## src/rtl/mmio_uart_tx.sv

```systemverilog
// Generic single-clock FIFO with combinational head and count-based empty/full.
// Latency: a pushed word is visible at the head the cycle after the push edge.
// Backpressure: caller gates push on !full (or a same-edge pop) and pop on !empty.
module sync_fifo #(
    parameter int WIDTH = 8,
    parameter int DEPTH = 4
) (
    input  logic             clk,
    input  logic             rst_n,
    input  logic             push_vld,
    input  logic [WIDTH-1:0] push_dat,
    input  logic             pop_rdy,
    output logic [WIDTH-1:0] head_dat,
    output logic             empty,
    output logic             full
);
    localparam int PTR_W = (DEPTH > 1) ? $clog2(DEPTH) : 1;
    localparam int CNT_W = PTR_W + 1;

    logic [WIDTH-1:0] mem [DEPTH];
    logic [PTR_W-1:0] wr_ptr;
    logic [PTR_W-1:0] rd_ptr;
    logic [CNT_W-1:0] count;

    always_ff @(posedge clk) begin
        if (push_vld) begin
            mem[wr_ptr] <= push_dat;
        end
    end

    // Power-of-two depth lets the pointers wrap by plain overflow.
    always_ff @(posedge clk or negedge rst_n) begin
        if (!rst_n) begin
            wr_ptr <= '0;
            rd_ptr <= '0;
            count  <= '0;
        end else begin
            if (push_vld) begin
                wr_ptr <= wr_ptr + PTR_W'(1);
            end
            if (pop_rdy) begin
                rd_ptr <= rd_ptr + PTR_W'(1);
            end
            case ({push_vld, pop_rdy})
                2'b10:   count <= count + CNT_W'(1);
                2'b01:   count <= count - CNT_W'(1);
                default: count <= count;
            endcase
        end
    end

    assign head_dat = mem[rd_ptr];
    assign empty    = (count == '0);
    assign full     = (count == CNT_W'(DEPTH));

endmodule

// Memory-mapped 8N1 UART transmitter: TXDATA at BASE_ADDR, STATUS at BASE_ADDR+1.
// Latency: push into an empty FIFO while idle starts the start bit one cycle later.
// Backpressure: writes to a full FIFO are dropped and latch the sticky overflow bit.
module mmio_uart_tx #(
    parameter int                    DATA_WIDTH   = 8,
    parameter int                    ADDR_WIDTH   = 8,
    parameter logic [ADDR_WIDTH-1:0] BASE_ADDR    = 8'hC0,
    parameter int                    CLKS_PER_BIT = 16,
    parameter int                    FIFO_DEPTH   = 4
) (
    input  logic                  clk,
    input  logic                  reset,
    input  logic [ADDR_WIDTH-1:0] adr,
    input  logic [DATA_WIDTH-1:0] writedata,
    input  logic                  memwrite,
    output logic                  hit,
    output logic [DATA_WIDTH-1:0] rdata,
    output logic                  tx,
    output logic                  busy
);
    localparam logic [ADDR_WIDTH-1:0] STAT_ADDR = BASE_ADDR + 1'b1;
    localparam int                    BAUD_W    = (CLKS_PER_BIT > 1) ? $clog2(CLKS_PER_BIT) : 1;
    localparam logic [BAUD_W-1:0]     BAUD_LAST = BAUD_W'(CLKS_PER_BIT - 1);

    typedef enum logic [1:0] {
        IDLE,
        START,
        DATA,
        STOP
    } state_t;

    state_t            state_q, state_d;
    logic [BAUD_W-1:0] baud_q, baud_d;
    logic [2:0]        bit_q, bit_d;
    logic [7:0]        shift_q, shift_d;
    logic              tx_q, tx_d;
    logic              ovf_q;

    logic              baud_end;
    logic              pop;
    logic              push;
    logic              wr_data_sel;
    logic              wr_stat_sel;
    logic              ovf_set;
    logic              ovf_clr;
    logic [7:0]        fifo_head;
    logic              fifo_empty;
    logic              fifo_full;
    logic [7:0]        status;

    assign wr_data_sel = memwrite && (adr == BASE_ADDR);
    assign wr_stat_sel = memwrite && (adr == STAT_ADDR);

    // A full FIFO still accepts a write on the edge where the shifter drains a slot.
    assign push    = wr_data_sel && (!fifo_full || pop);
    assign ovf_set = wr_data_sel && fifo_full && !pop;
    assign ovf_clr = wr_stat_sel && writedata[3];

    sync_fifo #(
        .WIDTH (8),
        .DEPTH (FIFO_DEPTH)
    ) u_fifo (
        .clk      (clk),
        .rst_n    (reset),
        .push_vld (push),
        .push_dat (writedata[7:0]),
        .pop_rdy  (pop),
        .head_dat (fifo_head),
        .empty    (fifo_empty),
        .full     (fifo_full)
    );

    assign baud_end = (baud_q == BAUD_LAST);

    // tx_d carries the line level of the state being entered, so tx stays a flop output.
    always_comb begin
        state_d = state_q;
        baud_d  = baud_q;
        bit_d   = bit_q;
        shift_d = shift_q;
        tx_d    = tx_q;
        pop     = 1'b0;
        case (state_q)
            IDLE: begin
                tx_d = 1'b1;
                if (!fifo_empty) begin
                    pop     = 1'b1;
                    shift_d = fifo_head;
                    baud_d  = '0;
                    state_d = START;
                    tx_d    = 1'b0;
                end
            end
            START: begin
                if (baud_end) begin
                    baud_d  = '0;
                    bit_d   = '0;
                    state_d = DATA;
                    tx_d    = shift_q[0];
                end else begin
                    baud_d = baud_q + BAUD_W'(1);
                end
            end
            DATA: begin
                if (baud_end) begin
                    baud_d  = '0;
                    shift_d = {1'b0, shift_q[7:1]};
                    if (bit_q == 3'd7) begin
                        state_d = STOP;
                        tx_d    = 1'b1;
                    end else begin
                        bit_d = bit_q + 3'd1;
                        tx_d  = shift_q[1];
                    end
                end else begin
                    baud_d = baud_q + BAUD_W'(1);
                end
            end
            STOP: begin
                if (baud_end) begin
                    baud_d = '0;
                    if (!fifo_empty) begin
                        pop     = 1'b1;
                        shift_d = fifo_head;
                        state_d = START;
                        tx_d    = 1'b0;
                    end else begin
                        state_d = IDLE;
                        tx_d    = 1'b1;
                    end
                end else begin
                    baud_d = baud_q + BAUD_W'(1);
                end
            end
            default: begin
                state_d = IDLE;
                tx_d    = 1'b1;
            end
        endcase
    end

    always_ff @(posedge clk or negedge reset) begin
        if (!reset) begin
            state_q <= IDLE;
            baud_q  <= '0;
            bit_q   <= '0;
            shift_q <= '0;
            tx_q    <= 1'b1;
        end else begin
            state_q <= state_d;
            baud_q  <= baud_d;
            bit_q   <= bit_d;
            shift_q <= shift_d;
            tx_q    <= tx_d;
        end
    end

    // Set beats clear when both land on the same edge.
    always_ff @(posedge clk or negedge reset) begin
        if (!reset) begin
            ovf_q <= 1'b0;
        end else if (ovf_set) begin
            ovf_q <= 1'b1;
        end else if (ovf_clr) begin
            ovf_q <= 1'b0;
        end
    end

    assign status = {4'b0000, ovf_q, (state_q != IDLE), fifo_full, fifo_empty};
    assign hit    = (adr == BASE_ADDR) || (adr == STAT_ADDR);
    assign rdata  = (adr == STAT_ADDR) ? DATA_WIDTH'(status) : '0;
    assign tx     = tx_q;
    assign busy   = (state_q != IDLE) || !fifo_empty;

endmodule
```

## config.mk

```make
export PLATFORM = sky130hd
export DESIGN_NAME = mmio_uart_tx
export DESIGN_NICKNAME = d
export VERILOG_FILES = /design/src/rtl/mmio_uart_tx.sv
export SDC_FILE = /design/constraint.sdc
export NUM_CORES = 1
export LEC_CHECK = 0
export CAP_MARGIN = 10
export CORE_ASPECT_RATIO = 0.5
export CORE_UTILIZATION = 25
export CTS_CLUSTER_SIZE = 14
export DETAILED_ROUTE_END_ITERATION = 12
export MAX_ROUTING_LAYER = met4
export PLACE_DENSITY_LB_ADDON = 0.05
export SETUP_SLACK_MARGIN = 0.15
export SLEW_MARGIN = 20
export SYNTH_ARGS = -nofsm -noshare
export SYNTH_HDL_FRONTEND = slang
export SYNTH_SLANG_ARGS = --single-unit
```

## constraint.sdc

```tcl
create_clock -name clk -period 8 [get_ports clk]
set_input_delay 1.6 -clock clk [delete_from_list [all_inputs] [get_ports clk]]
set_output_delay 1.6 -clock clk [all_outputs]
set_load 0.005 [all_outputs]
```

Yosys cells after proc, flatten, opt, wreduce, memory -nomap -nowiden

Memory sizes are Yosys's and may differ from the RTL's.
Cells that the tools add are included.

Memories: 1
Input port bits: 19
Bits in writable memories: 32
Output and inout bits: 11
Bits in registers: 26

$add $sub $neg: 6
Reductions and logical operators: 24
Eq/ne operators: 16
Muxes and demuxes: 33

Memory list:

| name       | depth | bits a word | read ports | clocked after Yosys merged registers in | write ports | line | text |
|---|---|---|---|---|---|---|---|
| u_fifo.mem | 4     | 8           | 1          | 0                                       | 1           | 20   | `logic [WIDTH-1:0] mem [DEPTH];` |

Operator list:

| operator                                            | count |
|---|---|
| 2-to-1 mux 8 bit                                    | 3 |
| one-hot mux 8 bit (3 select lines)                  | 1 |
| equality test 8 bit, second input constant          | 2 |
| 2-to-1 mux 1 bit                                    | 12 |
| 2-to-1 mux 4 bit                                    | 3 |
| inequality test 2 bit, second input constant        | 6 |
| one-hot mux 3 bit (2 select lines)                  | 2 |
| 2-to-1 mux 2 bit                                    | 5 |
| 2-to-1 mux 3 bit                                    | 3 |
| one-hot mux 2 bit (4 select lines)                  | 1 |
| one-hot mux 4 bit (2 select lines)                  | 1 |
| nonzero test 2 bit                                  | 4 |
| adder 3 x 1 -> 3 bit, second input constant         | 2 |
| equality test 2 bit, second input constant          | 3 |
| equality test 3 bit, second input constant          | 2 |
| logical AND 1 bit                                   | 6 |
| AND reduction 3 bit                                 | 2 |
| AND reduction 5 bit                                 | 1 |
| adder 2 x 1 -> 2 bit, second input constant         | 2 |
| adder 4 x 1 -> 4 bit, second input constant         | 1 |
| equality test 2 x 1 -> 1 bit, second input constant | 2 |
| equality test 4 bit, second input constant          | 1 |
| one-hot mux 1 bit (4 select lines)                  | 1 |
| AND reduction 4 bit                                 | 1 |
| 8 further kinds                                     | 12 |

Longest topological paths before layout

Depth after elaboration: 8
Gate-level depth with buffers: 12
Gate-level depth less buffers: 12

Hierarchy

A second synthesis with hierarchy kept.

Cell total of the unflattened synthesis: 209
Area, all modules: 2772.7 µm²

Modules (own cells, without submodules):

| module       | area each (µm²) | cells an instance | seq. area each (µm²) | instances |
|---|---|---|---|---|
| sync_fifo    | 1551.5          | 79                | 1136.1               | 1 |
| mmio_uart_tx | 1221.2          | 130               | 476.7                | 1 |

Worst setup path before layout

OpenSTA, ideal clock, no wires.

Path type: input -> output
Start: input port adr[2]
End: output port rdata[1]
Slack: 3648 ps
Cell stages on the path: 4
Required time: 6400 ps
Arrival time: 2752 ps
Buffers on the path: 0
Cells stage by stage: or4_4 nor3_1 nand2_1 nor2_1

Longest elaborated chain between the ends: 2

RTL lines:

| what                | line | text |
|---|---|---|
| from (decl)         | 70   | `input logic [ADDR_WIDTH-1:0] adr,` |
| equality test 8 bit | 228  | `assign rdata = (adr == STAT_ADDR) ? DATA_WIDTH'(status) : '0;` |
| 2-to-1 mux 4 bit    | 228  |  |
| to (decl)           | 74   | `output logic [DATA_WIDTH-1:0] rdata,` |

No other way between the ends.

Worst setup path in the final report

Ends and elaborated chain as after synthesis.

==> qor.txt <==
Fill cells = 1048
HP Start = bit_q[1]
IO Port Bufs = 25
Clock-pin slew on the worst setup and hold paths = 0.05 ns
Die Ht = 76.12 µm
Crit path DAT = 3.69 ns
Hold-fix buffers, CTS = 0
Number of I/O pins = 30
Post-Place Setup Slack = 2.683 ns
Die area = 0.01143 mm²
Status = finished clean
Mean post-synth cell area = 13.40 µm²
Clock skew = 0.002324 ns
Vias in the first global route = 1671
Total power = 1.182 mW
Seq. cell area = 0.001613 mm²
Drt initial violations = 48
Layout cell share with drive strength beyond 1 = 16.39%
Core region area = 0.01044 mm²
CP Class = input port to output pin
Sink of the worst hold path = bit_q[1]
Period utilization = 66.11%
Initial core utilization = 26.30%
HP Class = flop to flop
Post-synth EDFFs = 32
Hold-critical path depth = 2
Skew-Pair Late Insertion Delay = 0.33 ns
Yosys cell types = 43
Largest cells by area after synthesis = edfxtp_1, dfrtp_1, mux4_2, ha_1, mux2i_1
CP Data Required Time = 6.40 ns
Final worst slack = 2.711 ns
Final HPWL from detailed placement = 3809 µm
Gr usage total = 11.44%
Ys flop type = edfxtp_1
Cell area after synthesis = 0.002746 mm²
Final hold violation count = 0
CTS tree = yes
Reg2reg end = u_fifo.count[2]
Area of the multi-input gates = 0.001052 mm²
Via density = 4.305
DRC = 0
Maximum vdd drop = 0.1165 mV
Hold Slack = 0.5172 ns
Sequential-to-total area share from yosys stat = 58.72%
Worst setup SP type = input port
Fin crit period = 5.289 ns
Leakage = 1.348 nW
Fmax = 0.1891 GHz
Inserted Diodes = 0
CTS Sinks = 58
Mapped Cells = 205
Crit Path Max Fanout = 5
CTS H-tree depth = 3
Top-area cell type share of the netlist area = 34.99%
Via count = 1653
Yosys top cell by area = edfxtp_1
Post-CTS Setup Bufs = 0
Longest Clk Path Bufs = 2
Rows = 26
Post-CTS Resized = 0
Worst r2r path cells = 12
Tightest Pin Transition = 0.6394 ns
Asr flop ratio synth = 44.83%
Initial antenna violation count = 0
RD Place Congestion = 0.7247
TNS Setup = 0 ns
First-pass GRT wire length = 9135 µm
Slew Viols, Final = 0
Overflow after GRT = 0
Critical path endpoint category = output pin
Largest net degree at the start of global routing = 27
Final ANT Viol Nets = 0
RSZ-0062 raised after global routing = false
Util after Layout = 33.07%
Routed WL = 5553 µm
Most common cell in the netlist = edfxtp_1
Die X = 150.2 µm
Synthesis Warnings = 0
R2R setup slack = 5.10 ns
Pwr Density = 342.2 mW/mm²
DR WL/cell = 14.46 µm
Clk Tree Root Cell = clkbuf_16
CTS Buf Count = 9
MaxCap Viol Count = 0
FF-to-FF Start = state_q[0]
Nets = 273
Final setup viols = 0
Most common library cells after synthesis = edfxtp_1, dfrtp_1, nor2_1
FF+latch count, synth = 58
Pre-Repair DR Iteration Count = 4
Slew margin rel. = 57.05%
Area grow syn2layout = 25.74%
critical path, stage by stage:
cell and delay (ns):
clkdlybuf4s50_1 0.40, or4_4 0.54, nor3_1 0.41, nand2_1 0.13, nor2_1 0.11, clkdlybuf4s50_1 0.50
where the power goes:
part / internal, mW / switching, mW
Clock: 0.239 / 0.138
Combinational: 0.183 / 0.181
Sequential: 0.373 / 0.0670
Total: 0.795 / 0.386
area by class of cell:
cell class              count  share of cell area (%)
repair buffers             28                   7.899
well taps                 140                   5.072
clock buffers               9                   6.522
flip-flops and latches     58                   46.70
inverters                  12                   1.304
clock inverters             7                   2.029
multi-input cells         130                   30.47
worst max-delay path by stage:
stage | from | to | slack (ns) | cells past startpoint
4_1_cts | adr[2] | rdata[1] | 2.68 | 6
3_5_place_dp | adr[2] | rdata[1] | 2.68 | 6
3_3_place_gp | adr[2] | rdata[1] | 2.73 | 6
2_1_floorplan | adr[2] | rdata[1] | 3.65 | 4
5_1_grt | adr[2] | rdata[1] | 2.60 | 6
6_report | adr[2] | rdata[1] | 2.71 | 6
registers in the layout (all words and copies together) (netlist names):
signal,cells
baud_q,4
bit_q,3
ovf_q,1
shift_q,8
state_q,2
tx,1
u_fifo.count,3
u_fifo.mem,32
u_fifo.rd_ptr,2
u_fifo.wr_ptr,2
metrics by stage:
step                      cell area, µm²  instances
after detailed placement            3158        368
after global routing                3453        384
final                               3453        384
after global placement              3158        368
after CTS                           3453        384
after floorplan                     2758        208
cell families (layout without fill, tap and decap cells):
group	after synthesis	in the layout	synth area share, %
muxes	19	19	10.84
buffers and inverters	20	56	3.371
xor gates and xnor gates	6	6	1.914
DFF	58	58	58.72
and+or+nand+nor	51	51	10.25
adders and majority gates	15	15	7.107
AOI/OAI and AO/OA	35	35	7.654
other	1	4	0.1365
placed cells by master, fill, tap and decap left out, drive strengths merged, types with 4 or more instances in the layout:
cell	count
inv	12
dfrtp	25
mux2i	8
a21oi	10
and2	4
nor2	15
o21ai	13
edfxtp	32
ha	14
nand2	11
conb	4
nor3	4
clkbuf	9
mux4	8
clkdlybuf4s50	25
layer usage:
metal	track usage, %	wire length, µm	vias to the layer above
met5	-	0	-
met4	5.152	65	0
met3	4.311	216	6
met2	15.79	2485	25
met1	14.77	2785	811
li1	-	-	811
No activity file was read; power rests on OpenSTA's default activity.
